--- src/rtl/instruction_fifo.sv ---
// rtl/instruction_fifo.sv - show-ahead FIFO of decoded instructions between fetch and execute
module instruction_fifo #(
    parameter int DECODED_INSN_SIZE = 12,
    parameter int OPERAND_SIZE      = 8,
    parameter int DEPTH_LOG2        = 2
) (
    input  logic                         clk,
    input  logic                         reset_n,
    input  logic [DECODED_INSN_SIZE-1:0] ififo_di,
    input  logic [OPERAND_SIZE-1:0]      ififo_operand,
    input  logic                         ififo_shift,
    output logic                         ififo_full,
    output logic                         ififo_empty,
    input  logic                         flush,
    output logic [DECODED_INSN_SIZE-1:0] exec_insn,
    output logic [OPERAND_SIZE-1:0]      exec_operand,
    output logic                         exec_valid,
    input  logic                         exec_take,
    output logic [DEPTH_LOG2:0]          ififo_count
);
    localparam int DEPTH = 1 << DEPTH_LOG2;
    localparam int WIDTH = DECODED_INSN_SIZE + OPERAND_SIZE;

    logic [WIDTH-1:0]      mem_q [DEPTH];
    logic [DEPTH_LOG2-1:0] wr_ptr_q, wr_ptr_d;
    logic [DEPTH_LOG2-1:0] rd_ptr_q, rd_ptr_d;
    logic [DEPTH_LOG2:0]   count_q, count_d;
    logic                  full_q, full_d;
    logic                  empty_q, empty_d;
    logic                  push_ok, pop_ok;

    // Flush wins over everything; a pop makes room for a push even when full.
    always_comb begin
        push_ok  = ififo_shift && (!full_q || exec_take) && !flush;
        pop_ok   = exec_take && !empty_q && !flush;
        wr_ptr_d = wr_ptr_q;
        rd_ptr_d = rd_ptr_q;
        count_d  = count_q;
        if (flush) begin
            wr_ptr_d = '0;
            rd_ptr_d = '0;
            count_d  = '0;
        end else begin
            if (push_ok) begin
                wr_ptr_d = wr_ptr_q + 1'b1;
            end
            if (pop_ok) begin
                rd_ptr_d = rd_ptr_q + 1'b1;
            end
            if (push_ok && !pop_ok) begin
                count_d = count_q + 1'b1;
            end else if (pop_ok && !push_ok) begin
                count_d = count_q - 1'b1;
            end
        end
        // Count never exceeds DEPTH, so its top bit alone marks full.
        full_d  = count_d[DEPTH_LOG2];
        empty_d = (count_d == '0);
    end

    always_ff @(posedge clk or negedge reset_n) begin
        if (!reset_n) begin
            wr_ptr_q <= '0;
            rd_ptr_q <= '0;
            count_q  <= '0;
            full_q   <= 1'b0;
            empty_q  <= 1'b1;
        end else begin
            wr_ptr_q <= wr_ptr_d;
            rd_ptr_q <= rd_ptr_d;
            count_q  <= count_d;
            full_q   <= full_d;
            empty_q  <= empty_d;
        end
    end

    always_ff @(posedge clk or negedge reset_n) begin
        if (!reset_n) begin
            for (int i = 0; i < DEPTH; i++) begin
                mem_q[i] <= '0;
            end
        end else if (push_ok) begin
            mem_q[wr_ptr_q] <= {ififo_di, ififo_operand};
        end
    end

    assign {exec_insn, exec_operand} = mem_q[rd_ptr_q];
    assign exec_valid  = !empty_q;
    assign ififo_full  = full_q;
    assign ififo_empty = empty_q;
    assign ififo_count = count_q;
endmodule
--- config.mk ---
export PLATFORM = sky130hd
export DESIGN_NAME = instruction_fifo
export DESIGN_NICKNAME = d
export VERILOG_FILES = /design/src/rtl/instruction_fifo.sv
export SDC_FILE = /design/constraint.sdc
export NUM_CORES = 1
export LEC_CHECK = 0
export BUFFER_PORTS_ARGS = -buffer_cell sky130_fd_sc_hd__buf_2
export CELL_PAD_IN_SITES_DETAIL_PLACEMENT = 1
export CELL_PAD_IN_SITES_GLOBAL_PLACEMENT = 2
export CORE_AREA = 4 4 106 108
export DETAILED_ROUTE_END_ITERATION = 10
export DIE_AREA = 0 0 110 112
export GPL_TIMING_DRIVEN = 0
export PLACE_DENSITY = 0.83
export SYNTH_ARGS = -nofsm -noshare
export SYNTH_HDL_FRONTEND = slang
export SYNTH_SLANG_ARGS = --single-unit
--- constraint.sdc ---
create_clock -name clk -period 2.05 [get_ports clk]
set_input_delay 0.3075 -clock clk [delete_from_list [all_inputs] [get_ports clk]]
set_output_delay 0.3075 -clock clk [all_outputs]
set_load 0.1 [all_outputs]
==> results.md <==
- Least-Margin Pin Slew: 0.491 ns
- Number of global-route vias before repair: 2611
- Final net count: 349
- Hold Crit Class: in -> reg
- F_max: 0.496 GHz
- Placed cells: 440
- Core ar.: 10200 sq um
- H-Tree Depth: 3
- Area Overhead vs Synth: 20.1%
- Synth Instances: 253
- Fin. Hold Viols: 0
- Data required, critical path: 1.74 ns
- Bufs on Longest Clock Path: 2
- Total GRT Usage: 14.4%
- Syn_area_per_cell: 15.9 sq um
- Multi-input gate area in the final layout: 1680 sq um
- Die Span X: 110 um
- Largest net degree at the start of global routing: 72
- Part of the cycle the worst path needs: 98.4%
- Clock root cell: clkbuf_8
- 1st-pass router iterations: 4
- Vias: 2310
- Post-layout util: 47.3%
- Commonest non-fill, non-tap cell in the layout: dfrtp_1
- Register area share after synthesis: 54.6%
- Rows: 37
- Adder-cell share of the synthesized area: 1.86%
- Num ports: 51
- DRC errors left: 0
- Clock skew: 0.0126 ns
- Synth Register Bits: 88
- Final WL: 8210 um
- Inserted Clock Buffers: 9
- Reg area: 2210 sq um
- First-pass GRT wire length: 13500 um
- Slew Viols, Final: 0
- Vias per cell: 5.04
- Starting Density: 39.4%
- Synth warn: 0
- RD Place Congestion: 0.708
- Final Instance Count excl. Fillers: 458
- Mapped cell area: 4030 sq um
- Crit path DAT: 1.71 ns
- Complex-gate fraction of the synthesized area: 1.15%
- Dpl cell area: 4480 sq um
- Most frequent cells in the layout: dfrtp_1 (85), mux2_2 (80), buf_2 (31)
- Max cap viols: 0
- Largest family of logic cells by synthesized area: multiplexers
- Post-synthesis xor/xnor area fraction: 0.869%
- Final instance area: 4840 sq um
- Max-slew headroom: 67.5%
- ANT cells: 0
- Unrepaired setup endpoints after global routing: yes
- Routed WL per cell: 17.9 um
- Endpoints failing setup: 0
- Syn nets: 284
- Post-synthesis mux area share: 33.5%
- Simple-Gate Fraction of Synth Area: 4.25%
- Worst setup SP type: flip-flop
- Port bufs: 50
- Min-delay src: ififo_di[6]
- GR Overflow Total: 0
- Critical path type: reg -> out
- Final ANT Viol Nets: 0
- Critical Path Max Stage Delay: 0.50 ns
- CP Capture Type: primary output
- Hold WS: 0.226 ns
- Clock latency on the worst-skew pair: 0.35 ns
- Initial antenna violation count: 0
- Crit-path max FO: 10
- Worst-path cell chain: buf_8, mux4_2, buf_4
- Die extent in y: 112 um
- Cell variety after synth: 32
- FF-to-FF Start: ififo_count[2]
- DP HPWL: 5600 um
- CTS tree: yes
- Setup crit start: rd_ptr_q[0]
- Layout cells sized above 1: 57.8%
- # clock sinks: 88
- Clock Pin Slew Worst Setup and Hold Paths: 0.09 ns
- Fin crit period: 2.02 ns
- # fillers: 1024
- Worst path slowest cell: mux4_2
- 1st-iter DRT viols: 49
- Status: finished, final reports clean
- DIE AREA: 12300 sq um
[final timing paths]
kind	end	slack, ns	cells past startpoint
max	exec_insn[0]	0.03	3
min	mem_q[14]	0.23	2
max reg2reg	mem_q[66]	0.28	5
min reg2reg	mem_q[1]	0.51	1
max in group asynchronous	ififo_empty	1.00	3
min in group asynchronous	mem_q[59]	0.37	2
[synth_stat cells]
cell	instances	area, sq um
mux4_2	20	450
buf_6	9	101
xnor2_1	2	17.5
nor2_1	3	11.3
dfrtp_1	87	2180
o311a_1	1	10.0
or4_4	1	11.3
nor3b_1	1	7.51
dfstp_2	1	26.3
mux2_2	80	901
and3_1	1	6.26
a221oi_1	1	8.76
xor2_1	2	17.5
nor4b_1	2	17.5
and4b_1	1	10.0
o21ai_0	2	10.0
nor4_1	1	6.26
nand3_1	2	10.0
nand2_1	8	30.0
buf_2	3	15.0
clkbuf_1	2	7.51
or2b_1	2	15.0
nor2b_1	2	12.5
a21oi_1	2	10.0
buf_4	1	7.51
and3b_1	1	8.76
nor3_2	1	10.0
inv_1	5	18.8
ha_1	6	75.1
a22oi_1	1	7.51
nand4b_1	1	8.76
nand2b_1	1	6.26
[registers in the layout, summed over array words and instances (netlist names)]
| signal | flops |
|---|---|
| wr_ptr_q | 2 |
| ififo_empty | 1 |
| rd_ptr_q | 2 |
| mem_q | 80 |
| ififo_count | 3 |
[area by class of cell]
type / instances / area share, %
flip-flops and latches: 88 / 45.5
well taps: 136 / 3.51
clock buffers: 12 / 3.00
plain buffers: 15 / 3.28
multi-input cells: 145 / 34.7
repair buffers: 54 / 8.73
clock inverters: 3 / 0.878
inverters: 5 / 0.387
[metal layers]
| layer | global-route usage [%] | vias up | share of wire, % |
|---|---|---|---|
| met2 | 23.7 | 40 | 50 |
| li1 | - | 1060 | - |
| met4 | 4.74 | 0 | 1.3 |
| met3 | 3.25 | 8 | 3.7 |
| met1 | 18.7 | 1202 | 45 |
| met5 | 0 | - | 0 |
[critical path, delay by kind of cell (launching register included)]
family	cells	cell delay [ns]
multiplexers	1	0.50
flip-flops	1	0.43
buffers and inverters	2	0.43
[through the flow]
stage,setup TNS [ns],worst slack [ns]
after floorplan,0,0.0988
after global routing,-0.256,-0.0323
after detailed placement,-0.0264,-0.0157
after global placement,-7.82,-0.248
final,0,0.0319
after CTS,-0.00552,-0.00450
[cell families after synthesis]
kind of cell / Yosys count
AND/OR/NAND/NOR: 28
adder cells (fa/ha/maj): 6
buffers and inverters: 20
AO/OA/AOI/OAI: 7
flip-flops: 88
XOR/XNOR: 4
multiplexers: 100
[what timing repair did]
action                     in CTS  in global routing
setup buffers                   2                  0
hold endpoints to repair       17                  0
gates resized for setup        40                 10
hold buffers                    1                  0
setup endpoints to repair      19                 16
Power is not shown: default switching activity piles up to over one toggle a cycle in this logic, so the estimate is an artifact.
